$ cat src/rtl/operate_pkg.sv
// Shared definitions for the operate engine: opcodes, FSM states, fault codes.
package operate_pkg;

    localparam logic [7:0] OP_ADD  = 8'h00;
    localparam logic [7:0] OP_SUB  = 8'h01;
    localparam logic [7:0] OP_RSH  = 8'h02;
    localparam logic [7:0] OP_LSH  = 8'h03;
    localparam logic [7:0] OP_AND  = 8'h04;
    localparam logic [7:0] OP_OR   = 8'h05;
    localparam logic [7:0] OP_XOR  = 8'h06;
    localparam logic [7:0] OP_INV  = 8'h07;
    localparam logic [7:0] OP_JMP  = 8'h08;
    localparam logic [7:0] OP_JEQ0 = 8'h09;
    localparam logic [7:0] OP_JGT0 = 8'h0A;
    localparam logic [7:0] OP_JLT0 = 8'h0B;
    localparam logic [7:0] OP_LDC  = 8'h0C;
    localparam logic [7:0] OP_COPY = 8'h0D;
    localparam logic [7:0] OP_CALL = 8'h0E;
    localparam logic [7:0] OP_HALT = 8'h0F;
    localparam logic [7:0] OP_RET  = 8'h10;
    localparam logic [7:0] OP_JC   = 8'h11;
    localparam logic [7:0] OP_MAX  = OP_JC;

    typedef enum logic [2:0] {
        S_IDLE, S_FETCH, S_RD_A, S_RD_B, S_EXEC, S_WR, S_DONE, S_FAULT
    } state_t;

    localparam logic [1:0] FC_NONE      = 2'd0;
    localparam logic [1:0] FC_ILLEGAL   = 2'd1;
    localparam logic [1:0] FC_OVERFLOW  = 2'd2;
    localparam logic [1:0] FC_UNDERFLOW = 2'd3;

    // ALU ops that read both opA (a2) and opB (a3)
    function automatic logic is_two_operand(input logic [7:0] op);
        return op <= OP_XOR;
    endfunction

    // ops that read only opA (a2)
    function automatic logic is_one_operand(input logic [7:0] op);
        return op inside {OP_INV, OP_JEQ0, OP_JGT0, OP_JLT0, OP_COPY};
    endfunction

endpackage

$ cat src/rtl/operate_core_if.sv
// Data memory req/ready bus between the engine (master) and memory (slave).
interface operate_core_if #(
    parameter int DATA_W = 8,
    parameter int ADDR_W = 8
);
    logic              mem_req;
    logic              mem_we;
    logic [ADDR_W-1:0] mem_addr;
    logic [DATA_W-1:0] mem_wdata;
    logic              mem_ready;
    logic [DATA_W-1:0] mem_rdata;

    modport master (output mem_req, mem_we, mem_addr, mem_wdata,
                    input  mem_ready, mem_rdata);
    modport slave  (input  mem_req, mem_we, mem_addr, mem_wdata,
                    output mem_ready, mem_rdata);
endinterface

$ cat src/rtl/operate_call_stack.sv
// Bounded LIFO of return addresses; push/pop are ignored when full/empty.
module operate_call_stack #(
    parameter int DEPTH = 4,
    parameter int W     = 8
) (
    input  logic         clk,
    input  logic         reset,
    input  logic         clear,
    input  logic         push,
    input  logic         pop,
    input  logic [W-1:0] din,
    output logic         full,
    output logic         empty,
    output logic [W-1:0] top
);
    localparam int SPW = $clog2(DEPTH + 1);
    localparam int IW  = (DEPTH > 1) ? $clog2(DEPTH) : 1;
    localparam logic [SPW-1:0] FULL_SP = SPW'(DEPTH);

    logic [SPW-1:0] sp;
    logic [W-1:0]   ent [DEPTH];

    assign full  = (sp == FULL_SP);
    assign empty = (sp == '0);
    assign top   = empty ? '0 : ent[IW'(sp - SPW'(1))];

    // stack pointer: cleared by reset or at program start
    always_ff @(posedge clk or posedge reset) begin
        if (reset)                sp <= '0;
        else if (clear)           sp <= '0;
        else if (push && !full)   sp <= sp + SPW'(1);
        else if (pop && !empty)   sp <= sp - SPW'(1);
    end

    // entry storage needs no reset; sp defines which entries are live
    always_ff @(posedge clk) begin
        if (push && !full && !clear) ent[IW'(sp)] <= din;
    end
endmodule

$ cat src/rtl/operate_core.sv
// Multi-cycle operate engine: fetch from ROM, operands/results via req/ready memory.
module operate_core
    import operate_pkg::*;
#(
    parameter int DATA_W      = 8,
    parameter int ADDR_W      = 8,
    parameter int STACK_DEPTH = 4,
    parameter int INSTR_W     = 8 + 3*ADDR_W
) (
    input  logic               clk,
    input  logic               reset,
    input  logic               start,
    input  logic               ack,
    input  logic [INSTR_W-1:0] instr,
    output logic [ADDR_W-1:0]  pc,
    operate_core_if.master     mem,
    output logic               busy,
    output logic               done,
    output logic               fault,
    output logic [1:0]         fault_code,
    output logic               carry
);
    localparam logic [DATA_W-1:0] SH_LIM = DATA_W'(DATA_W);

    state_t               state, nxt;
    logic [INSTR_W-1:0]   ir;
    logic [DATA_W-1:0]    opa, opb, alu_res;
    logic                 alu_c;
    logic [DATA_W:0]      sum, diff;
    logic [DATA_W+ADDR_W-1:0] ldc_ext;
    logic [ADDR_W-1:0]    pc_inc, flow_pc, stk_top;
    logic                 stk_push, stk_pop, stk_full, stk_empty;
    logic [1:0]           fc_nxt;
    logic [7:0]           f_op, i_op;
    logic [ADDR_W-1:0]    f_a2, i_a1, i_a2, i_a3;
    logic                 ready;

    assign f_op  = instr[INSTR_W-1 -: 8];
    assign f_a2  = instr[2*ADDR_W-1 -: ADDR_W];
    assign i_op  = ir[INSTR_W-1 -: 8];
    assign i_a1  = ir[3*ADDR_W-1 -: ADDR_W];
    assign i_a2  = ir[2*ADDR_W-1 -: ADDR_W];
    assign i_a3  = ir[ADDR_W-1:0];
    assign ready = mem.mem_ready;
    assign pc_inc = pc + ADDR_W'(1);

    // request lines decode straight from state so reset drops them at once
    assign mem.mem_req = (state == S_RD_A) || (state == S_RD_B) || (state == S_WR);
    assign mem.mem_we  = (state == S_WR);
    assign busy  = !(state inside {S_IDLE, S_DONE, S_FAULT});
    assign done  = (state == S_DONE);
    assign fault = (state == S_FAULT);

    operate_call_stack #(.DEPTH(STACK_DEPTH), .W(ADDR_W)) u_stack (
        .clk   (clk),
        .reset (reset),
        .clear (state == S_IDLE && start),
        .push  (stk_push),
        .pop   (stk_pop),
        .din   (pc_inc),
        .full  (stk_full),
        .empty (stk_empty),
        .top   (stk_top)
    );

    // ALU result/carry and next pc for flow-control ops
    always_comb begin
        sum     = {1'b0, opa} + {1'b0, opb};
        diff    = {1'b0, opa} - {1'b0, opb};
        ldc_ext = {{DATA_W{1'b0}}, i_a2};
        alu_res = opa;
        alu_c   = carry;
        case (i_op)
            OP_ADD:  begin alu_res = sum[DATA_W-1:0];  alu_c = sum[DATA_W];  end
            OP_SUB:  begin alu_res = diff[DATA_W-1:0]; alu_c = diff[DATA_W]; end
            OP_RSH:  alu_res = (opb >= SH_LIM) ? '0 : (opa >> opb);
            OP_LSH:  alu_res = (opb >= SH_LIM) ? '0 : (opa << opb);
            OP_AND:  alu_res = opa & opb;
            OP_OR:   alu_res = opa | opb;
            OP_XOR:  alu_res = opa ^ opb;
            OP_INV:  alu_res = ~opa;
            OP_LDC:  alu_res = ldc_ext[DATA_W-1:0];
            default: alu_res = opa;
        endcase
        flow_pc = pc_inc;
        case (i_op)
            OP_JMP:  flow_pc = i_a1;
            OP_JEQ0: if (opa == '0) flow_pc = i_a1;
            OP_JGT0: if (!opa[DATA_W-1] && opa != '0) flow_pc = i_a1;
            OP_JLT0: if (opa[DATA_W-1]) flow_pc = i_a1;
            OP_CALL: flow_pc = i_a1;
            OP_RET:  flow_pc = stk_top;
            OP_JC:   if (carry) flow_pc = i_a1;
            default: flow_pc = pc_inc;
        endcase
    end

    // next-state decode plus stack strobes and fault cause
    always_comb begin
        nxt      = state;
        stk_push = 1'b0;
        stk_pop  = 1'b0;
        fc_nxt   = FC_NONE;
        case (state)
            S_IDLE:  if (start) nxt = S_FETCH;
            S_FETCH: begin
                if (f_op > OP_MAX) begin
                    nxt    = S_FAULT;
                    fc_nxt = FC_ILLEGAL;
                end else if (is_two_operand(f_op) || is_one_operand(f_op)) begin
                    nxt = S_RD_A;
                end else begin
                    nxt = S_EXEC;
                end
            end
            S_RD_A:  if (ready) nxt = is_two_operand(i_op) ? S_RD_B : S_EXEC;
            S_RD_B:  if (ready) nxt = S_EXEC;
            S_EXEC: begin
                case (i_op)
                    OP_JMP, OP_JEQ0, OP_JGT0, OP_JLT0, OP_JC: nxt = S_FETCH;
                    OP_CALL: begin
                        if (stk_full) begin
                            nxt    = S_FAULT;
                            fc_nxt = FC_OVERFLOW;
                        end else begin
                            stk_push = 1'b1;
                            nxt      = S_FETCH;
                        end
                    end
                    OP_RET: begin
                        if (stk_empty) begin
                            nxt    = S_FAULT;
                            fc_nxt = FC_UNDERFLOW;
                        end else begin
                            stk_pop = 1'b1;
                            nxt     = S_FETCH;
                        end
                    end
                    OP_HALT: nxt = S_DONE;
                    default: nxt = S_WR;
                endcase
            end
            S_WR:    if (ready) nxt = S_FETCH;
            S_DONE,
            S_FAULT: if (ack) nxt = S_IDLE;
            default: nxt = S_IDLE;
        endcase
    end

    // state register
    always_ff @(posedge clk or posedge reset) begin
        if (reset) state <= S_IDLE;
        else       state <= nxt;
    end

    // datapath: pc, instruction, operands, flags and held bus address/data
    always_ff @(posedge clk or posedge reset) begin
        if (reset) begin
            pc            <= '0;
            carry         <= 1'b0;
            fault_code    <= FC_NONE;
            ir            <= '0;
            opa           <= '0;
            opb           <= '0;
            mem.mem_addr  <= '0;
            mem.mem_wdata <= '0;
        end else begin
            if (nxt == S_FAULT && state != S_FAULT) fault_code <= fc_nxt;
            case (state)
                S_IDLE: if (start) begin
                    pc         <= '0;
                    carry      <= 1'b0;
                    fault_code <= FC_NONE;
                end
                S_FETCH: begin
                    ir           <= instr;
                    mem.mem_addr <= f_a2;
                end
                S_RD_A: if (ready) begin
                    opa          <= mem.mem_rdata;
                    mem.mem_addr <= i_a3;
                end
                S_RD_B: if (ready) opb <= mem.mem_rdata;
                S_EXEC: begin
                    if (nxt == S_WR) begin
                        mem.mem_addr  <= i_a1;
                        mem.mem_wdata <= alu_res;
                        carry         <= alu_c;
                    end else if (nxt == S_FETCH) begin
                        pc <= flow_pc;
                    end
                end
                S_WR: if (ready) pc <= pc_inc;
                default: ;
            endcase
        end
    end
endmodule

$ cat src/flat_wrapper.sv
// flat-port wrapper written by rule: the top's interface ports become plain ports
module operate_core_flat import operate_pkg::*;
#(
    parameter int DATA_W      = 8,
    parameter int ADDR_W      = 8,
    parameter int STACK_DEPTH = 4,
    parameter int INSTR_W     = 8 + 3*ADDR_W
)
  (clk, reset, start, ack, instr, pc, busy, done, fault, fault_code, carry, mem_mem_req, mem_mem_we, mem_mem_addr, mem_mem_wdata, mem_mem_ready, mem_mem_rdata);
  operate_core_if #(.DATA_W(DATA_W), .ADDR_W(ADDR_W)) mem_i ();
  input  logic clk;
  input  logic reset;
  input  logic start;
  input  logic ack;
  input  logic [INSTR_W-1:0] instr;
  output logic [ADDR_W-1:0] pc;
  output logic busy;
  output logic done;
  output logic fault;
  output logic [1:0] fault_code;
  output logic carry;
  output wire logic [$bits(mem_i.mem_req)-1:0] mem_mem_req;
  output wire logic [$bits(mem_i.mem_we)-1:0] mem_mem_we;
  output wire logic [$bits(mem_i.mem_addr)-1:0] mem_mem_addr;
  output wire logic [$bits(mem_i.mem_wdata)-1:0] mem_mem_wdata;
  input wire logic [$bits(mem_i.mem_ready)-1:0] mem_mem_ready;
  input wire logic [$bits(mem_i.mem_rdata)-1:0] mem_mem_rdata;
  assign mem_mem_req = mem_i.mem_req;
  assign mem_mem_we = mem_i.mem_we;
  assign mem_mem_addr = mem_i.mem_addr;
  assign mem_mem_wdata = mem_i.mem_wdata;
  assign mem_i.mem_ready = mem_mem_ready;
  assign mem_i.mem_rdata = mem_mem_rdata;
  operate_core #(.DATA_W(DATA_W), .ADDR_W(ADDR_W), .STACK_DEPTH(STACK_DEPTH), .INSTR_W(INSTR_W)) u_core (.clk(clk), .reset(reset), .start(start), .ack(ack), .instr(instr), .pc(pc), .mem(mem_i), .busy(busy), .done(done), .fault(fault), .fault_code(fault_code), .carry(carry));
endmodule
$ cat config.mk
export PLATFORM = sky130hd
export DESIGN_NAME = operate_core_flat
export DESIGN_NICKNAME = d
export VERILOG_FILES = /design/src/rtl/operate_pkg.sv /design/src/rtl/operate_core_if.sv /design/src/rtl/operate_call_stack.sv /design/src/rtl/operate_core.sv /design/src/flat_wrapper.sv
export SDC_FILE = /design/constraint.sdc
export NUM_CORES = 1
export LEC_CHECK = 0
export CORE_UTILIZATION = 40
export CTS_CLUSTER_DIAMETER = 40
export CTS_CLUSTER_SIZE = 30
export DETAILED_ROUTE_END_ITERATION = 7
export HOLD_SLACK_MARGIN = 0.06
export PLACE_DENSITY_LB_ADDON = 0.3
export SETUP_SLACK_MARGIN = 0.02
export SLEW_MARGIN = 40
export SYNTH_ARGS = -nofsm -noshare
export SYNTH_HDL_FRONTEND = slang
export SYNTH_SLANG_ARGS = --single-unit
$ cat constraint.sdc
create_clock -name clk -period 4.5 [get_ports clk]
set_clock_uncertainty 0.15 [all_clocks]
set_input_delay 0.9 -clock clk [delete_from_list [all_inputs] [get_ports clk]]
set_output_delay 0.9 -clock clk [all_outputs]
set_load 0.03 [all_outputs]
Word-level counts from Yosys, hierarchy flattened
Memories as Yosys holds them, arrays and structs flattened.
Index checks and enable logic that the tools add are counted.

word-level totals
  bits in registers = 81
  bits in writable memories = 32
  bits of input ports = 45
  word-level logic and storage cells = 152
  memories = 1

memories
  memory              depth  bits a word  read ports  clocked after memory_dff  wr ports  RTL line                  RTL
  u_core.u_stack.ent  4      8            1           0                         1         operate_call_stack.sv:21  logic [W-1:0] ent [DEPTH];

operators by class
  $add $sub $neg = 5
  magnitude comparators = 4
  equality and inequality tests = 40
  shift-type cells = 2
  mux-type cells = 52
  bitwise operators = 4
  reduce and logical (&&, ||, !) cells = 34

operators by type and width
  cell                                                               count
  two-way mux 8 bit                                                  13
  == test 8 x 4 -> 1 bit, second input constant                      11
  one-hot mux 8 bit (9 select lines)                                 1
  one-hot mux 8 bit (3 select lines)                                 2
  one-hot mux 8 bit (6 select lines)                                 1
  == test 8 x 3 -> 1 bit, second input constant                      5
  two-way mux 3 bit                                                  13
  == test 3 bit, second input constant                               7
  one-hot mux 3 bit (7 select lines)                                 1
  == test 8 x 2 -> 1 bit, second input constant                      2
  == test 8 x 5 -> 1 bit, second input constant                      2
  less-or-equal comparator 8 x 3 -> 1 bit, second input constant     2
  zero test 8 bit                                                    2
  one-hot mux 3 bit (4 select lines)                                 1
  nonzero test 3 bit                                                 4
  two-way mux 1 bit                                                  11
  two-way mux 2 bit                                                  5
  adder 8 x 8 -> 9 bit                                               1
  subtractor 8 x 8 -> 9 bit                                          1
  adder 8 x 1 -> 8 bit, second input constant                        1
  AND 8 bit                                                          1
  == test 8 x 1 -> 1 bit, second input constant                      1
  greater-or-equal comparator 8 x 4 -> 1 bit, second input constant  1
  > comparator 8 x 5 -> 1 bit, second input constant                 1
  other kinds (27)                                                   51

Longest topological paths before layout
Gate-level depths: netlist (run 1).

  word-level depth = 11
  mapped depth = 12
  mapped depth without buffers = 11

Modules after synthesis
From an unflattened synthesis (run 1), not the netlist that was laid out.

unflattened totals
  cell total of the unflattened synthesis = 732
  area total of the unflattened synthesis = 7504.7 um^2

modules (own cells, without submodules)
  module              instances  cells an instance  area an instance (um^2)  seq. area each (um^2)
  operate_core        1          640                5941.9                   1951.9
  operate_call_stack  1          92                 1562.7                   1036.0

Least setup slack after synthesis (run 1)
Ideal clock, no wire load.

  kind = input port to flip-flop
  from = input mem_mem_ready
  to = register u_core.mem.mem_addr[0]
  data arrival time = 3.022 ns
  path slack = 1.203 ns
  cell stages on the path = 9
  path through = nand2b_1 > nor3_1 > a31oi_1 > o211a_2 > clkinv_2 > or3_1 > buf_6 > nor3b_4 > mux2_4

between the ends
  word-level cells in the longest chain between the ends = 5
  elaborated cells on any way between the ends = 8
  those cells by class = 3 x eq/ne; 4 x mux; 1 x reduce/logical

ends and longest elaborated chain
  what                                         RTL line                                                       RTL
  start, declared                              flat_wrapper.sv:26                                             input wire logic [$bits(mem_i.mem_ready)-1:0] mem_mem_ready;
  two-way mux 3 bit, on equally long branches  operate_core.sv:143, operate_core.sv:116, operate_core.sv:117
  one-hot mux 3 bit (7 select lines) (*)       operate_core.sv:104                                            case (state)
  via u_core.nxt[1]                            operate_core.sv:25                                             state_t state, nxt;
  == test 3 bit (*)                            operate_core.sv:185                                            if (nxt == S_WR) begin
  != test 2 x 1 -> 1 bit (no line) (*)         --
  AND reduction 3 bit (no line) (*)            --
  end signal, assigned                         operate_core.sv:181                                            mem.mem_addr <= i_a3;
  end signal, assigned                         operate_core.sv:186                                            mem.mem_addr <= i_a1;
  end, declared                                operate_core_if.sv:13                                          modport master (output mem_req, mem_we, mem_addr, mem_wdata,

The timed path passes the listed nets; every way through them passes the cells marked *.
A chain may end at the register's enable or synchronous reset.

Worst setup path after layout (run 1)
  from = register u_core.opb[2]
  to = register u_core.carry

between the ends
  word-level cells in the longest chain between the ends = 4
  elaborated cells on any way between the ends = 5
  those cells by class = 2 x add/sub; 3 x mux

ends and longest elaborated chain
  what                                                               RTL line                                RTL
  start, declared                                                    operate_core.sv:27                      logic [DATA_W-1:0] opa, opb, alu_res;
  start signal, assigned                                             operate_core.sv:183                     S_RD_B: if (ready) opb <= mem.mem_rdata;
  subtractor 8 x 8 -> 9 bit or adder 8 x 8 -> 9 bit (tied branches)  operate_core.sv:69, operate_core.sv:68
  one-hot mux 1 bit (2 select lines) (*)                             operate_core.sv:73                      case (i_op)
  two-way mux 1 bit (*)                                              operate_core.sv:185
  one-hot mux 1 bit (2 select lines) (*)                             operate_core.sv:169                     case (state)
  end signal, assigned                                               operate_core.sv:188                     carry <= alu_c;
  end, declared                                                      operate_core.sv:21                      output logic carry

Mark *: on every way between the ends. The rest lies on a longest branch, timed or not. The select of a mux whose other input is x is not followed.

==> metrics.md, run 1 <==
| Metric | Value |
|---|---|
| Status | `finished clean` |
| Number of synthesis warnings | `0` |
| Port bufs | `76` |
| GRT Overall Usage | `0.2368` |
| Max-cap violations | `0` |
| Initial Util | `0.4100` |
| DR WL/cell | `20.68 um` |
| Endpoints failing hold | `0` |
| Critical Path RT | `4.67 ns` |
| Placed insts | `between 1000 and 1500` |
| Dominant synthesized flop cell | `dfrtp_1` |
| Syn nets | `825` |
| Synth top cells by count | `81 x dfrtp_1, 65 x nand2_1, 51 x o21ai_0` |
| Initial antenna violation count | `0` |
| RSZ-0062 raised after global routing | `false` |
| Largest area contributor in the netlist | `dfrtp_1` |
| Worst r2r dst | `u_core.carry` |
| Register bit total from synthesis | `113` |
| Clock-pin slew on the worst setup and hold paths | `0.06 ns` |
| Die ar. | `between 15000 and 20000 um^2` |
| 1st-pass router iterations | `6` |
| Clock sink total | `~110` |
| End point of the worst hold path | `u_core.mem.mem_wdata[0]` |
| Crit-path max FO | `11` |
| Fill cells | `1616` |
| Max Fclk | `280.0 MHz` |
| CTS Hold Bufs | `0` |
| Final min period | `about 3.6 ns` |
| Routed Antenna Nets | `0` |
| H-tree depth | `4` |
| # IOs | `77` |
| First DRT Iteration DRCs | `650` |
| Vias after detailed routing | `6404` |
| Max-slew violations | `0` |
| Met3 WL post-DR | `roughly 1.5 mm` |
| Sequential area share after synthesis | `0.4030` |
| Beginning of the worst hold path | `u_core.mem.mem_wdata[0]` |
| Core area | `18090 um^2` |
| Row count | `49` |
| Core Util, Final | `0.4984` |
| Synthesized area per cell | `9.913 um^2` |
| Top routing layer in use | `met4` |
| Asr flop ratio synth | `0.7168` |
| Detailed route wirelength on metal2 | `slightly above 10 mm` |
| Rel. slew slack | `0.4840` |
| CP Data Arrival Time | `approximately 3.7 ns` |
| Synth unique cells | `78` |
| N_diodes | `0` |
| Post-CTS setup buffers | `0` |
| Post-DP HPWL | `16.08 mm` |
| Largest net degree at the start of global routing | `45` |
| CTS tree | `built` |
| Num CTS Buffers | `17` |
| Global-route wire length before repair | `between 30 and 40 mm` |
| Total Routed Length | `21.86 mm` |
| Power Density | `765.2 nW/um^2` |
| Reg2Reg Setup Slack | `0.93 ns` |
| Reg2reg path depth | `9` |
| Fin area | `9014 um^2` |
| Worst setup path class | `reg2reg` |
| Drt drc | `0` |
| Post-layout nets | `892` |
| Count leader, synth | `dfrtp_1` |
| Hold crit path type | `reg2reg` |
| Setup TNS Final | `0 ns` |
| Synth-to-Final Area Change | `21.57%` |
| Clock latency at the later pin of the worst-skew pair | `~0.43 ns` |
| Yosys top cell area share | `0.2734` |
| Fin crit share | `0.7935` |
| Leakage power | `0.003508 uW` |
| Hold path cells | `2` |
| Crit end category | `flop` |
| Layout cells sized above 1 | `0.1655` |
| Worst vdd ir | `0.4546 mV` |
| Die extent in x | `138.2 um` |
| Met1 wire length | `9.846 mm` |
| Die Ht | `138.2 um` |
| Final setup violation count | `0` |
| Post-CTS Resized | `0` |
| Root buf cell | `clkbuf_16` |
| Syn Inst Count | `748` |
| DP Area | `between 8000 and 9000 um^2` |
| Top cells by area, synth | `dfrtp_1 27%, edfxtp_1 13%, mux2_2 6.1%` |
| Vias/cell | `between 6 and 7` |
| Reg-to-reg startpoint | `u_core.opb[2]` |
| Clock buffer depth | `2` |
| Vias in the first global route | `6150` |
| Placer congestion estimate | `0.9461` |
| Slew @ Worst Pin | `0.7676 ns` |
| Mapped cell area | `7415 um^2` |
| Global route overflow | `0` |
| Post-Layout Cell Count | `between 1000 and 1500` |
| Number of flops mapped to enable cells by yosys | `32` |
| Startpoint type of the worst setup path | `flop` |
[metrics by stage]
stage | worst slack, ns | hold slack [ns] | total power (uW)
floorplan | 1.203 | 0.3208 | 4362
global placement | 0.6915 | 0.3178 | 5453
detailed placement | 0.6165 | 0.3210 | 5456
CTS | 0.9952 | 0.3339 | 6848
global route | 0.7024 | 0.3521 | 7322
finish | 0.9291 | 0.3260 | 6898
[power by group]
group / internal (uW) / total [uW] / switching [uW]
Combinational: 1570 / 3590 / 2020
Sequential: 1400 / 1940 / 538
Clock: 788 / 1360 / 577
[layout make-up]
type,count,area [um^2],share of cell area
clock inverter,15,166.4,0.01846
timing repair buffer,92,880.8,0.09772
multi-input combinational,549,4105,0.4554
tap,229,286.5,0.03179
clock buffer,17,425.4,0.04720
inverter,42,161.4,0.01791
sequential,113,2988,0.3315
[routing by layer]
layer,GRT usage,up-vias
met5,0,-
met4,0.08043,0
met3,0.03810,37
met2,0.3657,285
met1,0.3382,3154
li1,-,2928
[critical path: stages, from the launching register on]
cell and delay [ns]:
dfrtp_1 0.60, clkinv_1 0.39, ha_1 0.51, nor3b_1 0.25, nor3_1 0.13, o31ai_1 0.39
a211oi_1 0.14, a211oi_1 0.44, o2111ai_1 0.23, a32o_1 0.25
[flip-flops by register name, summed over array words and instances, names as in the netlist]
signal,flops
u_core.carry,1
u_core.fault_code,2
u_core.ir,32
u_core.mem.mem_addr,8
u_core.mem.mem_wdata,8
u_core.opa,8
u_core.opb,8
u_core.pc,8
u_core.state,3
u_core.u_stack.ent,32
u_core.u_stack.sp,3
[logic make-up (layout without fill, tap and decap cells)]
logic type / after synthesis / after routing / share of synthesized area
fa+ha+maj: 32 / 32 / 0.05602
buf+inv: 86 / 166 / 0.04623
simple gates: 237 / 237 / 0.1623
flops: 113 / 113 / 0.4030
mux: 77 / 77 / 0.1465
compound gates: 194 / 194 / 0.1753
xor+xnor: 9 / 9 / 0.01063
[layout by cell type, fill, tap and decap left out, types with 8 or more instances in the layout]
cell type and n:
dfrtp_1 81, nor4_1 8, nor2b_1 9, nor3_1 21
a21oi_1 31, nand2_1 65, mux2_2 40, mux2_4 8
ha_1 30, o22ai_1 26, nor2_1 45, edfxtp_1 32
or4_1 8, clkdlybuf4s50_1 76, nand2b_1 9, o21ai_0 51
mux2i_1 11, buf_4 16, and2_1 8, inv_1 39
clkbuf_16 17, nand3_1 26, mux4_2 18
[worst max path at each step]
stage	start	endpoint	slack (ns)	cells after the start
finish	u_core.opb[2]	u_core.carry	0.93	9
floorplan	mem_mem_ready	u_core.mem.mem_addr[0]	1.20	9
global placement	instr[29]	u_core.mem.mem_addr[4]	0.69	8
detailed placement	instr[29]	u_core.mem.mem_addr[2]	0.62	8
CTS	u_core.state[0]	busy	1.0	4
global route	u_core.opb[2]	u_core.carry	0.70	9
No activity file was read; power rests on OpenSTA's default activity.
==> inputs of run 2 (changes only) <==
==> constraint.sdc (replaced) <==
create_clock -name clk -period 3.1 [get_ports clk]
set_clock_uncertainty 0.15 [all_clocks]
set_input_delay 0.62 -clock clk [delete_from_list [all_inputs] [get_ports clk]]
set_output_delay 0.62 -clock clk [all_outputs]
set_load 0.03 [all_outputs]
==> run 2 against run 1 <==
- the run now ends with DRC left
- die area stayed put
- total power is 55% higher
- clock-buffer cell count is 1 higher
- via count is 3.3% higher
- combinational power is 72% higher
- final cell count is 5.9% higher
- worst hold slack better by 0.0029 ns
- fmax is 19% higher
- non-clock buffer count is 62 higher
- sequential power is 28% higher
- largest power group unchanged
==> metrics.md, run 2 (same netlist as run 1, synthesis figures left out) <==
| Metric | Value |
|---|---|
| Status | `finished, violations left` |
| Failing checks | `DRC` |
| Port bufs | `76 (unchanged)` |
| Worst path top cell family by delay | `simple AND/OR/NAND/NOR gates` |
| Most frequent cells in the layout | `81 x dfrtp_1, 76 x buf_4, 74 x clkdlybuf4s50_1, 65 x nand2_1, 51 x o21ai_0` |
| Clock sink total | `113 (unchanged)` |
| Power Density | `1125 nW/um^2 (+47%)` |
| Largest net degree at the start of global routing | `43 (-4.4%)` |
| Drt drc | `2 (+2)` |
| Placer congestion estimate | `0.9601 (+1.5%)` |
| Setup TNS Final | `0 ns (unchanged)` |
| Num CTS Buffers | `17 (unchanged)` |
| Die ar. | `19090 um^2 (unchanged)` |
| Synth-to-Final Area Change | `28.33%` |
| Startpoint type of the worst setup path | `flop` |
| Layout cells sized above 1 | `0.2225 (+0.05701)` |
| Worst setup path class | `reg2reg` |
| Die Ht | `138.2 um (unchanged)` |
| Max Fclk | `332.3 MHz (+19%)` |
| Total Routed Length | `22.55 mm (+3.1%)` |
| Clock-pin slew on the worst setup and hold paths | `0.06 ns (about the same)` |
| Final setup violation count | `0 (unchanged)` |
| 1st-pass router iterations | `8 (+2)` |
| RSZ-0062 raised after global routing | `false` |
| Critical Path RT | `3.26 ns (-1.41 ns)` |
| N_diodes | `0 (unchanged)` |
| Crit-path max FO | `8 (-3)` |
| First DRT Iteration DRCs | `670 (+3.1%)` |
| Setup ws final | `0.09090 ns (-0.8382 ns)` |
| Crit end category | `flop` |
| Initial antenna violation count | `0 (unchanged)` |
| Post-DP HPWL | `16.97 mm (+5.5%)` |
| Core area | `18090 um^2 (unchanged)` |
| Final min period | `3.009 ns (-0.5618 ns)` |
| Slew @ Worst Pin | `0.6684 ns (-0.09925 ns)` |
| Hold Slack | `0.3289 ns (+0.002947 ns)` |
| Routed Antenna Nets | `0 (unchanged)` |
| CP Data Arrival Time | `3.17 ns (-0.57 ns)` |
| Global-route wire length before repair | `34.85 mm (about the same)` |
| Max-cap violations | `0 (unchanged)` |
| Die extent in x | `138.2 um (unchanged)` |
| GRT Overall Usage | `0.2393 (+0.002480)` |
| Root buf cell | `clkbuf_16` |
| Placement Setup Slack | `-0.4143 ns (-1.031 ns)` |
| Clock latency at the later pin of the worst-skew pair | `0.43 ns (about the same)` |
| Max-slew violations | `0 (unchanged)` |
| Hold crit path type | `in2async` |
| # IOs | `77 (unchanged)` |
| CTS Hold Bufs | `0 (unchanged)` |
| Post-layout nets | `954 (+7.0%)` |
| Fin crit share | `0.9707 (+0.1772)` |
| CTS tree | `built` |
| WP buf/inv | `2 (+1)` |
| H-tree depth | `4 (unchanged)` |
| Power Total | `10710 uW (+55%)` |
| Biggest regs | `u_core.ir (32), u_core.u_stack.ent (32)` |
| Leakage power | `0.003841 uW (+9.5%)` |
| Initial Util | `0.4100 (unchanged)` |
| Vias/cell | `5.911 (-2.4%)` |
| Rel. slew slack | `0.5544 (+0.07042)` |
| Crit-path slowest cell | `or4_1` |
| DR WL/cell | `20.15 um (-2.6%)` |
| Vias in the first global route | `6268 (+1.9%)` |
| Row count | `49 (unchanged)` |
| Global route overflow | `0 (unchanged)` |
| Endpoints failing hold | `0 (unchanged)` |
| Worst path max stage delay | `0.53 ns (-0.07 ns)` |
| Vias after detailed routing | `6614 (+3.3%)` |
| Clock buffer depth | `2 (unchanged)` |
| Most common cell after layout, fill and taps aside | `dfrtp_1` |
| CP Cell Sequence | `or3_4, buf_4, or4_1, nand3_1, a211oi_2, or3_1, nor3b_4, buf_12, mux2_4` |
| Worst vdd ir | `0.6659 mV (+46%)` |
-- run 2: metrics by stage --
stage                     std cells  instance area, um^2    util
after floorplan                 748                 7417       -
after global placement         1086                 8875  0.4907
after detailed placement       1086                 8875  0.4907
after CTS                      1118                 9478  0.5240
after global routing           1119                 9515  0.5261
final                          1119                 9515  0.5261
-- run 2: layout make-up --
type	count	area [um^2]
Multi-Input combinational cell	549	4104
Tap cell	229	286.5
Inverter	42	160.2
Clock buffer	18	429.2
Sequential cell	113	2988
Fill cell	1599	8571
Timing Repair Buffer	154	1373
Clock inverter	14	175.2
-- run 2: final timing paths --
check,from,end,slack (ns),cells past startpoint
setup / recovery,u_core.ir[29],u_core.mem.mem_addr[5],0.09,9
hold / removal,reset,u_core.opa[5],0.33,2
setup reg to reg,u_core.ir[29],u_core.mem.mem_addr[5],0.09,9
hold reg to reg,u_core.mem.mem_wdata[6],u_core.mem.mem_wdata[6],0.33,1
max in group asynchronous,reset,u_core.mem.mem_wdata[7],1.85,3
min in group clk,u_core.mem.mem_wdata[6],u_core.mem.mem_wdata[6],0.33,1
-- run 2: power by group --
group | switching [uW] | internal (uW)
Clock | 773 | 1270
Combinational | 3410 | 2770
Sequential | 446 | 2040
-- run 2: metal layers --
layer  share of wire  GRT usage  vias to the layer above
met5               0          0                        -
li1                -          -                     3076
met2            0.47     0.3802                      277
met1            0.44     0.3260                     3229
met4           0.016    0.07274                        0
met3           0.071    0.05438                       32
-- run 2: repair_timing --
action / in CTS / in global routing
setup endpoints to repair: 1 / 10
cloned: 0 / 0
buffers inserted: 0 / 1
resized for setup: 1 / 5
